--- config.mk ---
export PLATFORM = sky130hd
export DESIGN_NAME = serial_link_lane_deskew
export DESIGN_NICKNAME = d
export VERILOG_FILES = /design/src/rtl/serial_link_lane_deskew.sv
export SDC_FILE = /design/constraint.sdc
export NUM_CORES = 1
export LEC_CHECK = 0
export BUFFER_PORTS_ARGS = -buffer_cell sky130_fd_sc_hd__buf_2
export CAP_MARGIN = 20
export CORE_MARGIN = 5
export CORE_UTILIZATION = 35
export DETAILED_ROUTE_END_ITERATION = 8
export PLACE_DENSITY = 0.59
export RECOVER_POWER = 25
export SLEW_MARGIN = 15
export SYNTH_ARGS = -nofsm -noshare
export SYNTH_HDL_FRONTEND = slang
export SYNTH_SLANG_ARGS = --single-unit
--- constraint.sdc ---
create_clock -name clk_i -period 3 [get_ports clk_i]
set_input_delay 0.15 -clock clk_i [delete_from_list [all_inputs] [get_ports clk_i]]
set_output_delay 0.15 -clock clk_i [all_outputs]
set_load 0.02 [all_outputs]
--- src/rtl/serial_link_lane_deskew.sv ---
// Receive-side lane aligner: per-lane FIFOs absorb skew and release one aligned word once every lane holds data.
// Optional skew timeout with auto-flush is built only when SERIAL_LINK_DESKEW_TIMEOUT_EN is defined.
module serial_link_lane_deskew #(
    parameter int NumLanes      = 8,
    parameter int LaneWidth     = 8,
    parameter int Depth         = 8,
    parameter int SkewCntWidth  = 8,
    parameter int TimeoutCycles = 64
) (
    input  logic                          clk_i,
    input  logic                          rst_i,
    input  logic                          flush_i,
    input  logic                          clr_err_i,
    input  logic [NumLanes-1:0]           lane_valid_i,
    input  logic [NumLanes*LaneWidth-1:0] lane_data_i,
    output logic                          valid_o,
    input  logic                          ready_i,
    output logic [NumLanes*LaneWidth-1:0] data_o,
    output logic [SkewCntWidth-1:0]       skew_max_o,
    output logic [NumLanes-1:0]           overflow_o,
    output logic                          timeout_o
);

    localparam int AW = $clog2(Depth);
    localparam int PW = AW + 1;

    logic [LaneWidth-1:0]    mem [NumLanes][Depth];
    logic [PW-1:0]           wr_ptr [NumLanes];
    logic [PW-1:0]           rd_ptr [NumLanes];
    logic [NumLanes-1:0]     empty;
    logic [NumLanes-1:0]     full;
    logic [NumLanes-1:0]     push;
    logic [NumLanes-1:0]     ovf_set;
    logic                    all_valid;
    logic                    partial;
    logic                    pop;
    logic                    flush_all;
    logic                    timeout_hit;
    logic [SkewCntWidth-1:0] skew_cnt;
    logic [SkewCntWidth-1:0] skew_max;
    logic [NumLanes-1:0]     overflow;

    // Extra pointer MSB distinguishes full from empty when the index bits match.
    always_comb begin
        for (int i = 0; i < NumLanes; i++) begin
            empty[i] = (wr_ptr[i] == rd_ptr[i]);
            full[i]  = (wr_ptr[i][AW] != rd_ptr[i][AW]) &&
                       (wr_ptr[i][AW-1:0] == rd_ptr[i][AW-1:0]);
        end
    end

    assign all_valid = ~|empty;
    assign partial   = (|empty) && !(&empty);
    assign flush_all = flush_i | timeout_hit;
    assign pop       = all_valid & ready_i & ~flush_all;

    always_comb begin
        push    = '0;
        ovf_set = '0;
        for (int i = 0; i < NumLanes; i++) begin
            push[i]    = lane_valid_i[i] & (~full[i] | pop) & ~flush_all;
            ovf_set[i] = lane_valid_i[i] & full[i] & ~pop & ~flush_all;
        end
    end

    always_ff @(posedge clk_i or posedge rst_i) begin
        if (rst_i) begin
            for (int i = 0; i < NumLanes; i++) begin
                wr_ptr[i] <= '0;
                rd_ptr[i] <= '0;
            end
        end else if (flush_all) begin
            for (int i = 0; i < NumLanes; i++) begin
                wr_ptr[i] <= '0;
                rd_ptr[i] <= '0;
            end
        end else begin
            for (int i = 0; i < NumLanes; i++) begin
                if (push[i]) wr_ptr[i] <= wr_ptr[i] + 1'b1;
                if (pop)     rd_ptr[i] <= rd_ptr[i] + 1'b1;
            end
        end
    end

    // Storage is not reset; data_o is masked while any lane is empty.
    always_ff @(posedge clk_i) begin
        for (int i = 0; i < NumLanes; i++) begin
            if (push[i]) mem[i][wr_ptr[i][AW-1:0]] <= lane_data_i[i*LaneWidth +: LaneWidth];
        end
    end

    always_comb begin
        data_o = '0;
        if (all_valid) begin
            for (int i = 0; i < NumLanes; i++) begin
                data_o[i*LaneWidth +: LaneWidth] = mem[i][rd_ptr[i][AW-1:0]];
            end
        end
    end

    assign valid_o = all_valid;

    always_ff @(posedge clk_i or posedge rst_i) begin
        if (rst_i) begin
            skew_cnt <= '0;
        end else if (flush_all || !partial) begin
            skew_cnt <= '0;
        end else if (skew_cnt != {SkewCntWidth{1'b1}}) begin
            skew_cnt <= skew_cnt + 1'b1;
        end
    end

    always_ff @(posedge clk_i or posedge rst_i) begin
        if (rst_i) begin
            skew_max <= '0;
            overflow <= '0;
        end else begin
            if (clr_err_i)                skew_max <= '0;
            else if (skew_cnt > skew_max) skew_max <= skew_cnt;
            // A fresh overflow in the clear cycle must survive the clear.
            if (clr_err_i) overflow <= ovf_set;
            else           overflow <= overflow | ovf_set;
        end
    end

    assign skew_max_o = skew_max;
    assign overflow_o = overflow;

`ifdef SERIAL_LINK_DESKEW_TIMEOUT_EN
    localparam logic [SkewCntWidth-1:0] TimeoutVal = SkewCntWidth'(TimeoutCycles);
    logic timeout_q;

    assign timeout_hit = (skew_cnt >= TimeoutVal);

    always_ff @(posedge clk_i or posedge rst_i) begin
        if (rst_i)          timeout_q <= 1'b0;
        else if (clr_err_i) timeout_q <= timeout_hit;
        else                timeout_q <= timeout_q | timeout_hit;
    end

    assign timeout_o = timeout_q;
`else
    logic unused_timeout_cfg;

    assign unused_timeout_cfg = (TimeoutCycles != 0);
    assign timeout_hit        = 1'b0;
    assign timeout_o          = 1'b0;
`endif

endmodule

==> results.sh <==
export IMPL_outcome="complete, no violations"
export IMPL_fin_tns_setup_ps=0
export IMPL_synth_top_family_by_area="multiplexers"
export IMPL_r2r_end="mem[1][175]"
export IMPL_syn_num_nets=1633
export IMPL_cts_root_buf="clkbuf_16"
export IMPL_critPathBufInv=3
export IMPL_final_seq_area_sq_um=17600
export IMPL_power_share_combinational_pct=4.5
export IMPL_cp_max_fo=16
export IMPL_core_area_sq_um=71700
export IMPL_syn_inst=1531
export IMPL_vias=14400
export IMPL_io_pin_count=159
export IMPL_worstPathArrival_ps=2680
export IMPL_place_congestion=0.759
export IMPL_numCtsBuffers=69
export IMPL_layout_common_cells="512 x edfxtp_1, 132 x nor2_1, 128 x mux4_2, 117 x buf_4, 110 x buf_2"
export IMPL_finalMaxSlewViolations=0
export IMPL_max_stage_delay_ps=470
export IMPL_dp_hpwl_mm=37.1
export IMPL_crit_path_end_kind="primary output"
export IMPL_htreeDepth=3
export IMPL_fmax_ghz=0.353
export IMPL_worstMarginPinSlew_ps=1010
export IMPL_layout_commonest_cell="edfxtp_1"
export IMPL_fin_cells=2861
export IMPL_overflow=0
export IMPL_wl_per_cell_microns=19.9
export IMPL_r2r_cells=9
export IMPL_avgSynthCellArea_sq_um=16.6
export IMPL_finalCritPeriodShare_pct=94.4
export IMPL_critPathTopFamily="simple AND/OR/NAND/NOR gates"
export IMPL_power_density_nw_per_um2=598
export IMPL_crit_chain="xnor2_1 -> nand4_1 -> and4_1 -> buf_4 -> nand2_8 -> buf_6 -> nor2_1 -> buf_2"
export IMPL_drive_gt1_share_pct=26.2
export IMPL_slew_headroom_pct=32.8
export IMPL_ant_nets=0
export IMPL_viasPerCell=5.04
export IMPL_fin_nets=1957
export IMPL_r2r_setup_slack_ps=250
export IMPL_cts_tree="yes"
export IMPL_cp_start_kind="flip-flop"
export IMPL_cp_data_required_time_ps=2850
export IMPL_min_path_type="input pin to asynchronous set/reset pin"
export IMPL_synth_warnings=0
export IMPL_synth_edf_count=512
export IMPL_hold_violations=0
export IMPL_antenna_found_initial=6
export IMPL_die_area_sq_um=78100
export IMPL_postCtsSetupRepairBufs=0
export IMPL_cts_sinks=600
export IMPL_p_sw_w=0.00378
export IMPL_synth_main_ff_cell="edfxtp_1"
export IMPL_row_count=98
export IMPL_yosys_area_share_simple_pct=8.32
export IMPL_drv_cap=0
export IMPL_synth_seq_cells=600
export IMPL_p_leak_nw=10.6
export IMPL_multiInputGateArea_sq_um=7400
export IMPL_initial_utilization_pct=35.4
export IMPL_grt_max_degree=74
export IMPL_p_seq_share_pct=49.8
export IMPL_grt_pass1_vias=15200
export IMPL_p_clk_share_pct=45.7
export IMPL_area_delta_synth_final_pct=21.9
export IMPL_dp_cells=2657
export IMPL_track_usage_pct=14.5
export IMPL_async_flop_share_pct=14.7
export IMPL_reg2reg_from="wr_ptr[2]"
export IMPL_synth_adder_area_share_pct=1.23
export IMPL_clk_latency_ps=600
export IMPL_peakVddDrop_mv=0.370
export IMPL_die_h_microns=280
export IMPL_drtPass1Iterations=5
export IMPL_power_share_switching_pct=20.4
export IMPL_clkTransAtPathRegs_ps=60
export IMPL_drcViolationCount=0
export IMPL_first_iter_violations=778
export IMPL_clock_path_buffers=3
export IMPL_n_fill_cell=6393
export IMPL_finalSetupViolCount=0
export IMPL_period_needed_ps=2830
export IMPL_worst_setup_path_type="flip-flop to primary output"
export IMPL_yosys_mux_area_fraction_pct=14.2
export IMPL_worstSetupStartpoint="wr_ptr[2]"
export IMPL_synth_compound_area_share_pct=3.10
export IMPL_rsz0062_at_grt="yes"
export IMPL_critPathSlowestCell="dfrtp_1"
export IMPL_synthXorXnorAreaFrac_pct=1.86
export IMPL_finClkSkew_ps=28.6
export IMPL_port_buffers=157
export IMPL_grt_pass1_wl_mm=88.7
export IMPL_synth_distinct_cells=63
export IMPL_cellInternalPower_w=0.0147
export IMPL_wirelength_mm=56.9
export IMPL_die_x_microns=280
export IMPL_ys_seq_area_share_pct=69.1
export IMPL_synth_area_sq_um=25400
[worst register-to-register path: stages, from the launching register on]
cell     delay, ps
dfrtp_1        470
xnor2_1        180
nand4_1        160
and4_1         320
buf_4          190
a31oi_1         90
buf_4          170
or3_1          400
nor2_1         280
buf_4          200
[cells by family (layout without fill, tap and decap cells)]
group                    Yosys count  after routing
multiplexers                     201            201
XOR/XNOR                          51             51
AND/OR/NAND/NOR                  411            411
AO/OA/AOI/OAI                    123            123
flip-flops                       600            600
other                              1              4
buffers and inverters            119            496
adder cells (fa/ha/maj)           25             25
[metal layers]
metal  up-vias  global-route usage (%)  wire [microns]
met4         6                    3.99            1060
met1      7384                    18.8           24200
li1       6673                       -               -
met5         -                       0              38
met2       267                    24.9           28800
met3        79                    3.13            2730
[worst max path at each step]
stage,to,cells after the start
finish,data_o[14],8
global route,data_o[14],8
CTS,data_o[12],8
detailed placement,mem[1][171],9
global placement,mem[1][174],9
floorplan,mem[0][112],7
[cells in the mapped netlist (all sizes together) (3+ instances only)]
cell type  number  area share (%)
buf            52             1.1
a41oi           4            0.14
edfxtp        512              60
o21ai          23            0.45
nor3           30            0.63
a31oi           8            0.22
clkbuf         48            0.72
a211oi          4            0.14
xor2           14            0.59
nand4          18            0.44
or2             6            0.15
a22o            5            0.17
nor4b           6            0.21
o311ai          9            0.31
and3            7            0.17
nand3          44            0.87
or4b            6            0.24
o31ai           5            0.15
nor4           12            0.41
a21oi          47            0.93
or3            15            0.37
xnor2          37             1.3
nand2b         25            0.62
ha             25             1.2
dfrtp          88             8.7
mux4          128              11
or4             8            0.24
nand3b          3           0.089
nor2b           6            0.15
and4            6            0.22
nand2          69             1.0
o21a            3           0.089
mux2i          73             2.9
nor3b          11            0.34
inv            19            0.28
nor2          133             2.0
[state kept, by name, summed over array words and instances, names as in the netlist]
name / count
overflow_o: 8
mem: 512
rd_ptr: 32
wr_ptr: 32
skew_max_o: 8
skew_cnt: 8
[power by group through the flow]
stage | registers (W) | clock network (W) | logic, W
6_report | 0.00923 | 0.00846 | 0.000828
5_1_grt | 0.00924 | 0.00910 | 0.000915
4_1_cts | 0.00923 | 0.00873 | 0.000844
3_5_place_dp | 0.00940 | 0 | 0.000753
3_3_place_gp | 0.00939 | 0 | 0.000732
2_1_floorplan | 0.00940 | 0 | 0.000427
[final cells by class]
| class | instances | share of cell area (%) |
|---|---|---|
| antenna | 3 | 0.0242 |
| clock buffer | 83 | 6.01 |
| clock inverter | 41 | 1.46 |
| inverter | 19 | 0.234 |
| multi-input combinational | 812 | 23.9 |
| sequential | 600 | 56.7 |
| tap | 950 | 3.83 |
| timing repair buffer | 353 | 7.86 |
[stage by stage]
step                      utilization (%)  setup slack (ps)  hold slack (ps)  power, W  area (sq um)
after floorplan                         -              4.58              249   0.00983         25500
after global placement               38.9               175              413    0.0101         27900
after detailed placement             38.9               148              426    0.0102         27900
after CTS                            43.2              14.7              182    0.0188         31000
after global routing                 43.2              4.13              214    0.0193         31000
final                                43.2               167              214    0.0185         31000
[timing repair]
item | 4_1_cts | 5_1_grt
gates resized for setup | 3 | 4
hold buffers | 76 | 0
endpoints found under the setup margin | 31 | 21
hold endpoints to repair | 611 | 0
Power figures use the tool's default switching activity.
